===== config.mk =====
export PLATFORM = sky130hd
export DESIGN_NAME = ov7670_capture
export DESIGN_NICKNAME = d
export VERILOG_FILES = /design/src/rtl/ov7670_pkg.sv /design/src/rtl/ov7670_sync_edge.sv /design/src/rtl/ov7670_capture.sv
export SDC_FILE = /design/constraint.sdc
export NUM_CORES = 1
export LEC_CHECK = 0
export BUFFER_PORTS_ARGS = -buffer_cell sky130_fd_sc_hd__buf_2
export CAP_MARGIN = 20
export CORE_ASPECT_RATIO = 0.75
export CORE_MARGIN = 5
export CORE_UTILIZATION = 35
export CTS_BUF_LIST = sky130_fd_sc_hd__clkbuf_4 sky130_fd_sc_hd__clkbuf_8
export DETAILED_ROUTE_END_ITERATION = 6
export PLACE_DENSITY = 0.66
export SYNTH_ARGS = -nofsm -noshare
export SYNTH_HDL_FRONTEND = slang
export SYNTH_SLANG_ARGS = --single-unit

===== constraint.sdc =====
create_clock -name iCLK -period 2.3 [get_ports iCLK]
set_input_delay 0.345 -clock iCLK [delete_from_list [all_inputs] [get_ports iCLK]]
set_output_delay 0.345 -clock iCLK [all_outputs]
set_load 0.01 [all_outputs]

===== src/rtl/ov7670_pkg.sv =====
// OV7670 capture shared defaults, FSM encoding and frame-size helper.
// Optional build macro: OV7670_CAPTURE_DECIMATE_EN (2x2 decimation).
package ov7670_pkg;

  localparam int H_ACTIVE_DEF = 640;
  localparam int V_ACTIVE_DEF = 480;
  localparam int FRAME_PIX    = H_ACTIVE_DEF * V_ACTIVE_DEF;

  localparam logic [1:0] WAIT_CFG   = 2'd0;
  localparam logic [1:0] WAIT_VSYNC = 2'd1;
  localparam logic [1:0] ACTIVE     = 2'd2;

  function automatic int pixLimit(input int h, input int v);
`ifdef OV7670_CAPTURE_DECIMATE_EN
    return (h / 2) * (v / 2) - 1;
`else
    return h * v - 1;
`endif
  endfunction

endpackage


===== src/rtl/ov7670_sync_edge.sv =====
// Two-flop synchroniser plus a third flop for edge detection.
// Level and edges are taken from stage 2 so they stay mutually aligned.
module ov7670_sync_edge (
  input  logic iCLK,
  input  logic iRST_N,
  input  logic iD,
  output logic oLvl,
  output logic oRise,
  output logic oFall
);

  logic [2:0] sr;

  always_ff @(posedge iCLK or negedge iRST_N) begin
    if (!iRST_N) sr <= '0;
    else         sr <= {sr[1:0], iD};
  end

  assign oLvl  = sr[1];
  assign oRise = sr[1] & ~sr[2];
  assign oFall = ~sr[1] & sr[2];

endmodule


===== src/rtl/ov7670_capture.sv =====
// OV7670 byte-stream to RGB565 pixel writer with frame strobes.
// Optional build macro: OV7670_CAPTURE_DECIMATE_EN (keep even px of even lines).
module ov7670_capture
  import ov7670_pkg::*;
#(
  parameter int H_ACTIVE = H_ACTIVE_DEF,
  parameter int V_ACTIVE = V_ACTIVE_DEF,
  parameter int ADDR_W   = 19
) (
  input  logic              iCLK,
  input  logic              iRST_N,
  input  logic              iCONFIG_DONE,
  input  logic              iCAM_PCLK,
  input  logic              iCAM_VSYNC,
  input  logic              iCAM_HREF,
  input  logic [7:0]        iCAM_DATA,
  output logic [15:0]       oPIX_DATA,
  output logic              oPIX_VALID,
  output logic [ADDR_W-1:0] oPIX_ADDR,
  output logic              oFRAME_START,
  output logic              oFRAME_DONE,
  output logic              oOVERRUN
);

  localparam logic [ADDR_W-1:0] LAST =
    ADDR_W'(pixLimit(H_ACTIVE, V_ACTIVE));

  logic pclkLvl, pclkRise, pclkFall;
  logic vsLvl, vsRise, vsFall;
  logic hrefLvl, hrefRise, hrefFall;
  logic unusedSync;

  ov7670_sync_edge uPclk (
    .iCLK(iCLK), .iRST_N(iRST_N), .iD(iCAM_PCLK),
    .oLvl(pclkLvl), .oRise(pclkRise), .oFall(pclkFall));
  ov7670_sync_edge uVsync (
    .iCLK(iCLK), .iRST_N(iRST_N), .iD(iCAM_VSYNC),
    .oLvl(vsLvl), .oRise(vsRise), .oFall(vsFall));
  ov7670_sync_edge uHref (
    .iCLK(iCLK), .iRST_N(iRST_N), .iD(iCAM_HREF),
    .oLvl(hrefLvl), .oRise(hrefRise), .oFall(hrefFall));

  assign unusedSync = ^{pclkLvl, pclkFall, vsLvl, hrefRise};

  logic [7:0] d1, d2;

  always_ff @(posedge iCLK or negedge iRST_N) begin
    if (!iRST_N) begin
      d1 <= '0;
      d2 <= '0;
    end else begin
      d1 <= iCAM_DATA;
      d2 <= d1;
    end
  end

  logic [1:0] state;
  logic phase, full;
  logic pend1, pend2, done1, done2;
  logic byteEdge, complete, keep, accept;

  assign byteEdge = (state == ACTIVE) & pclkRise & hrefLvl;
  assign complete = byteEdge & phase;
  assign accept   = complete & keep & ~full;

`ifdef OV7670_CAPTURE_DECIMATE_EN
  logic xOdd, yOdd;

  assign keep = ~xOdd & ~yOdd;

  always_ff @(posedge iCLK or negedge iRST_N) begin
    if (!iRST_N) begin
      xOdd <= 1'b0;
      yOdd <= 1'b0;
    end else if (state == WAIT_VSYNC && vsFall) begin
      xOdd <= 1'b0;
      yOdd <= 1'b0;
    end else if (state == ACTIVE && hrefFall) begin
      xOdd <= 1'b0;
      yOdd <= ~yOdd;
    end else if (complete) begin
      xOdd <= ~xOdd;
    end
  end
`else
  assign keep = 1'b1;
`endif

  // Valid and frame-done share a 2-deep delay so a pixel completing
  // alongside VSYNC rise emerges in the same cycle as oFRAME_DONE.
  always_ff @(posedge iCLK or negedge iRST_N) begin
    if (!iRST_N) begin
      state        <= WAIT_CFG;
      phase        <= 1'b0;
      full         <= 1'b0;
      pend1        <= 1'b0;
      pend2        <= 1'b0;
      done1        <= 1'b0;
      done2        <= 1'b0;
      oPIX_DATA    <= '0;
      oPIX_ADDR    <= '0;
      oPIX_VALID   <= 1'b0;
      oFRAME_START <= 1'b0;
      oFRAME_DONE  <= 1'b0;
      oOVERRUN     <= 1'b0;
    end else if (!iCONFIG_DONE) begin
      state        <= WAIT_CFG;
      phase        <= 1'b0;
      pend1        <= 1'b0;
      pend2        <= 1'b0;
      done1        <= 1'b0;
      done2        <= 1'b0;
      oPIX_VALID   <= 1'b0;
      oFRAME_START <= 1'b0;
      oFRAME_DONE  <= 1'b0;
    end else begin
      pend1        <= accept;
      pend2        <= pend1;
      oPIX_VALID   <= pend2;
      done1        <= 1'b0;
      done2        <= done1;
      oFRAME_DONE  <= done2;
      oFRAME_START <= 1'b0;
      if (oPIX_VALID) begin
        if (oPIX_ADDR == LAST) full <= 1'b1;
        else oPIX_ADDR <= oPIX_ADDR + ADDR_W'(1);
      end
      if (byteEdge && !phase) oPIX_DATA[15:8] <= d2;
      if (accept) oPIX_DATA[7:0] <= d2;
      if (complete && keep && full) oOVERRUN <= 1'b1;
      if (byteEdge) phase <= ~phase;
      if (hrefFall) phase <= 1'b0;
      unique case (state)
        WAIT_CFG: state <= WAIT_VSYNC;
        WAIT_VSYNC: begin
          if (vsFall) begin
            state        <= ACTIVE;
            oFRAME_START <= 1'b1;
            oPIX_ADDR    <= '0;
            full         <= 1'b0;
            oOVERRUN     <= 1'b0;
            phase        <= 1'b0;
          end
        end
        ACTIVE: begin
          if (vsRise) begin
            state <= WAIT_VSYNC;
            done1 <= 1'b1;
          end
        end
        default: state <= WAIT_CFG;
      endcase
    end
  end

endmodule


# Yosys cells after proc, flatten, opt, wreduce, memory -nomap -nowiden
# Index checks and enable logic that the tools add are counted.
dict set report word_totals {
  word_cells 77
  regBits 72
}
dict set report op_classes {
  n_reduce_logical 7
  mux 31
  bitwise 14
  add_sub_neg 1
  n_eq_ne 5
}
# cell n
set ops {}
lappend ops {{$mux W19} 4}
lappend ops {{$mux W1} 23}
lappend ops {{$add A19 B1 Y19 const B} 1}
lappend ops {{$eq A19 B19 Y1 const B} 1}
lappend ops {{$and A1 B1 Y1} 8}
lappend ops {{$mux W2} 3}
lappend ops {{$ne A3 B2 Y1 const B} 2}
lappend ops {{$not A1 Y1} 6}
lappend ops {{$pmux W2 S3} 1}
lappend ops {{$reduce_and A2 Y1} 3}
lappend ops {{$eq A2 B1 Y1 const B} 1}
lappend ops {{$eq A2 B2 Y1 const B} 1}
lappend ops {{$logic_and A1 B1 Y1} 2}
lappend ops {{$logic_not A2 Y1} 1}
lappend ops {{$logic_not A1 Y1} 1}

# Depth between registers and ports, before layout
# Gate-level depths: netlist (run 1).
dict set report logic_depth {
  depth_word 9
  mapped_depth 7
  depth_no_buf 7
}

# Cells and area by module
# Synthesis (run 1) repeated with hierarchy kept, for this count alone.
dict set report hier_totals {
  cells_unflattened 234
  hier_area_um2 2813.9
}
# module instances cells_each area_each_um2 seq_area_each_um2
set modules_own_cells {}
lappend modules_own_cells {ov7670_capture 1 219 2543.7 1576.5}
lappend modules_own_cells {ov7670_sync_edge 3 5 90.1 75.1}

# Least setup slack after synthesis (run 1)
# Ideal clock, no wire load.
dict set report synth_path {
  path_kind {register to register}
  start {register oPIX_ADDR[0]}
  end {register oPIX_ADDR[9]}
  n_path_buf 1
  arrival_ps 1708
  setup_time_ps 121
  synth_period_minus_slack_ps 1829
  stages_incl_launch_ff 8
  setup_slack_ps 471
  required_time_ps 2179
  cell_sequence {dfrtp_1 -> ha_1 -> nand4_1 -> or3_4 -> buf_6 -> o211ai_1 -> xor2_1 -> nor2_1}
}
dict set report synth_between {
  elab_chain_cells 5
  word_cells_on_any_way 6
}
# item line_no
set synth_rtl {}
lappend synth_rtl {{start: declaration} ov7670_capture.sv:19} ;# output logic [ADDR_W-1:0] oPIX_ADDR,
lappend synth_rtl {{start signal: assignment} ov7670_capture.sv:126} ;# else oPIX_ADDR <= oPIX_ADDR + ADDR_W'(1);
lappend synth_rtl {{$add A19 B1 Y19 / $eq A19 B19 Y1 (equally long branches)} {ov7670_capture.sv:126, ov7670_capture.sv:125}}
lappend synth_rtl {{$mux W19 (*)} ov7670_capture.sv:125} ;# if (oPIX_ADDR == LAST) full <= 1'b1;
lappend synth_rtl {{$mux W19 (*)} ov7670_capture.sv:124} ;# if (oPIX_VALID) begin
lappend synth_rtl {{$mux W19} ov7670_capture.sv:136} ;# if (vsFall) begin
lappend synth_rtl {{$mux W19 (*)} ov7670_capture.sv:133} ;# unique case (state)
# Every way passes the cells marked *; elsewhere a longest branch is shown, timed or not.
# A chain may end at the register's enable or synchronous reset.

# Final worst setup path (run 1)
dict set report layout_path {
  start {register state[0]}
  end {register oPIX_DATA[3]}
}
dict set report layout_between {
  elab_chain_cells 6
}
# item line_no
set layout_rtl {}
lappend layout_rtl {{start: declaration} ov7670_capture.sv:57} ;# logic [1:0] state;
lappend layout_rtl {{start signal: assignment} ov7670_capture.sv:93} ;# state <= WAIT_CFG;
lappend layout_rtl {{start signal: assignment} ov7670_capture.sv:107} ;# state <= WAIT_CFG;
lappend layout_rtl {{start signal: assignment} ov7670_capture.sv:134} ;# WAIT_CFG: state <= WAIT_VSYNC;
lappend layout_rtl {{$eq A2 B2 Y1} ov7670_capture.sv:62} ;# assign byteEdge = (state == ACTIVE) & pclkRise & hrefLvl;
lappend layout_rtl {{$and A1 B1 Y1 (2 in series)} ov7670_capture.sv:62}
lappend layout_rtl {{$and A1 B1 Y1} ov7670_capture.sv:63} ;# assign complete = byteEdge & phase;
lappend layout_rtl {{$and A1 B1 Y1} ov7670_capture.sv:64} ;# assign accept = complete & keep & ~full;
lappend layout_rtl {{$reduce_and A2 Y1 (no source line)} n/a}
lappend layout_rtl {{end signal: assignment} ov7670_capture.sv:100} ;# oPIX_DATA <= '0;
lappend layout_rtl {{end signal: assignment} ov7670_capture.sv:129} ;# if (accept) oPIX_DATA[7:0] <= d2;
lappend layout_rtl {{end: declaration} ov7670_capture.sv:17} ;# output logic [15:0] oPIX_DATA,
# No other way between the ends.

==> impl_results.md, run 1 <==
- Post-synthesis async set-or-reset flop share: 100.0%
- Critical Path Source Type: register
- Post-Syn Area per Cell: 11.75 µm²
- Clock tree buffer depth: 2
- Yosys warns: 0
- Post-synth EDFFs: 0
- Critical Path Fanout Max: 9
- Min-Delay Path Class: in -> async
- Routed WL per cell: 13.77 µm
- Crit path cell chain: nand2b_1 > nor3_1 > ha_1 > nand3b_1 > clkinv_1 > nand2_1 > nand2_1
- Post_cts resized: 0
- TritonCTS buffer count: 9
- Htree depth: 3
- FMAX: 506.9 MHz
- Netlist cell types: 40
- Core area: 7812 µm²
- Die Ht: 87.24 µm
- # IOs: 53
- Worst EP required: 2.59 ns
- Max-cap violations: 0
- Setup violators final: 0
- Worst rel slew slack: 62.98%
- Worst path arrival time: 2.26 ns
- Vias in the first global route: around 1,800
- NumNets Final: 314
- CTS tree: yes
- Slowest CP cell: dfrtp_1
- CTS Root Buffer Type: clkbuf_8
- GR Util All Layers: 12.25%
- Failing checks: negative hold slack
- Total negative setup slack: 0 ns
- Util after Layout: a little over two fifths
- Outcome: finished, violations left
- Antenna violations before repair: 0
- Area growth, synth to finish: 20.49%
- Die area: 9856 µm²
- DRT antenna net count: 0
- Initial Utilization: 35.63%
- Area of the multi-input gates: 933.4 µm²
- Largest net degree at the start of global routing: 73
- Routability cong.: approximately 0.85
- 1st-pass router iterations: 4
- Final Skew: 0.006082 ns
- Post-CTS Setup Repair Bufs: 0
- Register area: 1802 µm²
- Clock sinks: 72
- Starting DRT DRC Count: 120
- Clk Latency, worst-skew pair: 0.35 ns
- Fill count: 757
- Register area share after synthesis: about two thirds
- Fin crit period: roughly 2.0 ns
- Tot Pwr: 2.293 mW
- Vias/cell: 4.703
- Port Buffers: 52
- #FFs+latches synth: 72
- CP Capture Type: register
- Hold Fails Final Rpt: 2
- Crit-path most repeated cell: nand2_1
- Max Slew Vio Count: 0
- Peak supply drop: 307.0 µV
- Routed WL: 5.606 mm
- Hold buffer count at cts: 0
- Period utilization: 85.78%
- Residual DRC: 0
- Main synth FF type: dfrtp_1
- Worst-case reg-to-reg path depth: 7
- Netlist Area Pre-Place: 2784 µm²
- Reg clk slew, reported paths: ~0.070 ns
- N_diodes: 0
- Crit Path Class: reg -> reg
- Via count: 1,914
- Synthesized Nets: 254
- Die span in x: 113.0 µm
- Hold_ws: -0.0006586 ns
- Site Rows: 28
- Pleak: 1.730 nW
- Mapped Cells: 237
- Worst slew pin tran: 0.5502 ns
- P per Cell Area: 683.5 nW/µm²
- RSZ-0062 raised after global routing: false
- First-pass GRT wire length: 9.294 mm
- HPWL after DPL: 3.828 mm
- CP peak stage delay: 0.41 ns
- Share of cells above drive strength 1: between 20 and 30%
- Grt ovf: 0
-- cell type report --
cell class / instances / share of cell area (%)
sequential: 72 / 53.71
multi-input combinational: 155 / 27.83
timing repair buffer: 55 / 8.803
clock buffer: 11 / 4.327
tap: 105 / 3.916
clock inverter: 5 / 0.9698
inverter: 4 / 0.4476
-- Yosys cell counts, types with 3 or more instances --
library cell / count / share of area (%)
dfrtp_1: 72 / 65
nand2_1: 39 / 5.3
nor2_1: 20 / 2.7
xor2_1: 12 / 3.8
mux2_2: 8 / 3.2
nand3_1: 8 / 1.4
o21ai_0: 7 / 1.3
nand4_1: 6 / 1.3
nor3_1: 6 / 1.1
o211ai_1: 6 / 1.6
and2_1: 5 / 1.1
a21oi_1: 4 / 0.72
and3_1: 3 / 0.67
buf_2: 3 / 0.54
ha_1: 3 / 1.3
nand2b_1: 3 / 0.67
nor2b_1: 3 / 0.67
-- report_power, final --
group          switching (mW)  internal, mW  leakage (nW)
combinational          0.0511        0.0327         0.690
clock                   0.463         0.431        0.0965
sequential             0.0162          1.30         0.944
-- critical path: cells and delay by family (launching register included) --
family	cells	cell delay [ns]
adder cells (fa/ha/maj)	1	0.21
buffers and inverters	1	0.33
flip-flops	1	0.41
AND/OR/NAND/NOR	5	0.96
-- worst paths after layout --
path	startpoint	to	slack, ns
worst min register to register	d1[2]	d2[2]	0.35
min in group iCLK	iCAM_DATA[4]	d1[4]	0.10
worst max-delay path	state[0]	oPIX_DATA[3]	0.33
max in group asynchronous	iRST_N	phase	1.97
worst min-delay path	iRST_N	d1[3]	-0.0007
worst max register to register	state[0]	oPIX_DATA[3]	0.33
-- stage by stage --
| step | cells | hold WS (ns) | setup WS, ns | area, µm² |
|---|---|---|---|---|
| floorplan | 237 | 0.04941 | 0.4712 | 2784 |
| finish | 407 | -0.0006586 | 0.3271 | 3354 |
| global placement | 391 | 0.3329 | 0.3699 | 3177 |
| detailed placement | 391 | 0.3364 | 0.3112 | 3177 |
| CTS | 407 | 0.03447 | 0.2810 | 3354 |
| global route | 407 | 0.05170 | 0.06552 | 3354 |
-- metal layers --
layer	GRT usage (%)	routed length (µm)	up-vias
li1	-	-	932
met4	3.603	53	0
met1	16.10	2575	929
met2	18.49	2560	47
met5	0	0	-
met3	5.347	415	6
-- flip-flops by register name, indices dropped and copies added, names as in the netlist, 2 cells and up --
signal     count
oPIX_ADDR     19
oPIX_DATA     16
d1             8
d2             8
uHref.sr       3
uPclk.sr       3
uVsync.sr      3
state          2
-- placed cells by master, fill, tap and decap left out, types with 2 or more instances in the layout --
cell type and n:
nand3_1 8, buf_4 2, or4_1 2, nand4_1 6
and2_1 5, nor3_1 6, and3_1 3, nor3_2 2
mux2_2 8, nand2b_1 3, buf_2 52, clkinv_2 3
nor2b_1 3, xor2_1 12, dfrtp_1 72, a21oi_1 4
clkinv_4 2, nor4_1 2, inv_1 2, clkbuf_8 10
o21ai_0 7, nand2_1 39, nor2_1 20, o211ai_1 6
ha_1 3, o21ai_1 2
-- kinds of logic after synthesis --
group / Yosys count / synth area share (%)
simple gates: 108 / 19.78
flops: 72 / 64.72
compound gates: 23 / 5.079
xor+xnor: 13 / 4.090
buf+inv: 10 / 1.753
mux: 8 / 3.236
fa+ha+maj: 3 / 1.348
(Power assumes the default switching activity.)
==> run 2: changes to the inputs <==
Settings changed: CTS_BUF_LIST sky130_fd_sc_hd__clkbuf_4 sky130_fd_sc_hd__clkbuf_8 to sky130_fd_sc_hd__clkbuf_8.
==> run 2 against run 1 <==
Against the previous run:
- clock power shrank 2%
- largest cell class unchanged
- non-clock buffer count is the same
- sequential power is essentially flat
- the flow now finishes without violations
- critical path type unchanged
- die area is the same
- critical endpoint is now oPIX_ADDR[4]
==> impl_results.md, run 2 (synthesis gave the netlist of run 1 again) <==
- FMAX: between 500 and 600 MHz
- Largest net degree at the start of global routing: 73
- RSZ-0062 raised after global routing: false
- Htree depth: 3
- Outcome: complete, no violations
- Grt ovf: 0
- Initial Utilization: 35.63%
- Max-cap violations: 0
- HPWL after DPL: about 3.8 mm
- Hold_ws: ~0.004 ns
- NumNets Final: between 300 and 400
- Via count: 1,908
- Period utilization: 85.55%
- CP Buf/Inv Count: 0
- Crit path cell chain: ha_1 > nand4_1 > or3_4 > o21ai_1 > xor2_1 > nor2_1
- First-pass GRT wire length: 9.252 mm
- Delay-heaviest family, CP: simple AND/OR/NAND/NOR gates
- N_diodes: 0
- Worst slew pin tran: 0.5502 ns
- Core area: 7812 µm²
- Most frequent cells in the layout: dfrtp_1, buf_2, nand2_1, nor2_1, xor2_1
- Vias in the first global route: 1,834
- Routability cong.: 0.8527
- Util after Layout: 42.89%
- Port Buffers: 52
- CTS Root Buffer Type: clkbuf_8
- Hold buffer count at cts: 0
- P per Cell Area: 679.3 nW/µm²
- Vias/cell: 4.688
- Number of flip-flops in the largest register: 19
- Clock tree buffer depth: 2
- Critical Path Source Type: register
- Routed WL: 5.582 mm
- Fill count: ~760
- Site Rows: 28
- Cell area after layout: approximately 3400 µm²
- Critical Path Fanout Max: 13
- CP Capture Type: register
- Placed Area: roughly 3200 µm²
- Peak supply drop: 303.9 µV
- Worst rel slew slack: 62.98%
- Max Slew Vio Count: 0
- Final Skew: ~0.008 ns
- CTS tree: yes
- Setup violators final: 0
- Area growth, synth to finish: 20.36%
- Reg clk slew, reported paths: about 0.070 ns
- Total negative setup slack: 0 ns
- Die Ht: 87.24 µm
- Hold Fails Final Rpt: 0
- Die span in x: 113.0 µm
- CP peak stage delay: approximately 0.5 ns
- Pleak: around 1.7 nW
- Most common cell after layout, fill and taps aside: dfrtp_1
- Residual DRC: 0
- GR Util All Layers: 12.21%
- Worst path arrival time: about 2.2 ns
- 1st-pass router iterations: 4
- Min-Delay Path Class: in -> async
- Antenna violations before repair: 0
- Fin crit period: approximately 2.0 ns
- Largest registers: oPIX_ADDR: 19 flops, oPIX_DATA: 16 flops
- Share of cells above drive strength 1: between 20% and 30%
- Die area: 9856 µm²
- Starting DRT DRC Count: 121
- Post_cts resized: 0
- DRT antenna net count: 0
- Slowest CP cell: or3_4
- Clk Latency, worst-skew pair: 0.34 ns
- Routed WL per cell: 13.71 µm
- Clock sinks: 72
- Top reg by flops: oPIX_ADDR
- # IOs: 53
- Worst EP required: 2.52 ns
- Post-CTS Setup Repair Bufs: 0
- Crit Path Class: reg -> reg
- TritonCTS buffer count: 9
## run 2: changes by cell type in the layout (fill, tap and decap cells not counted)
cell,previous run,this run
clkbuf_4,1,0
inv_1,2,3
## run 2: worst register-to-register path, delay by kind of cell (launching register included)
kind	cells	cell delay (ns)
compound gates	1	0.31
xor+xnor	1	0.19
fa+ha+maj	1	0.23
flops	1	0.42
simple gates	3	0.70
## run 2: per-stage QoR
stage	setup WS [ns]	std cells	power [mW]
after floorplan	0.4712	237	1.368
after global placement	0.3699	391	1.423
after detailed placement	0.3112	391	1.427
after CTS	0.2945	407	2.307
after global routing	0.08196	407	2.374
final	0.3324	407	2.276
## run 2: layer usage
layer | up-vias | wire length [µm] | part of all wire, % | global-route usage [%]
met5 | - | 0 | 0 | 0
met1 | 924 | 2580 | 46 | 16.10
li1 | 932 | - | - | -
met4 | 0 | 44 | 0.79 | 3.603
met2 | 48 | 2529 | 45 | 18.33
met3 | 4 | 427 | 7.6 | 5.347
## run 2: layout make-up
| class | instances | area (µm²) | area share, % |
|---|---|---|---|
| inverter | 4 | 15.01 | 0.4481 |
| multi-input combinational | 155 | 933.4 | 27.86 |
| clock inverter | 6 | 36.28 | 1.083 |
| tap | 105 | 131.4 | 3.921 |
| timing repair buffer | 55 | 295.3 | 8.813 |
| clock buffer | 10 | 137.6 | 4.108 |
| sequential | 72 | 1802 | 53.77 |
## run 2: worst paths after layout
check | startpoint | to | slack, ns | cells past startpoint
max in group asynchronous | iRST_N | phase | 1.96 | 2
min | iRST_N | d1[3] | 0.004 | 2
min in group iCLK | iCAM_DATA[4] | d1[4] | 0.10 | 1
min reg2reg | d1[2] | d2[2] | 0.35 | 0
max | oPIX_ADDR[0] | oPIX_ADDR[4] | 0.33 | 6
max reg2reg | oPIX_ADDR[0] | oPIX_ADDR[4] | 0.33 | 6
## run 2: power breakdown
| part | internal [mW] | switching, mW | total, mW |
|---|---|---|---|
| combinational | 0.0327 | 0.0510 | 0.0837 |
| clock | 0.415 | 0.463 | 0.878 |
| sequential | 1.30 | 0.0162 | 1.32 |
| total | 1.75 | 0.530 | 2.28 |
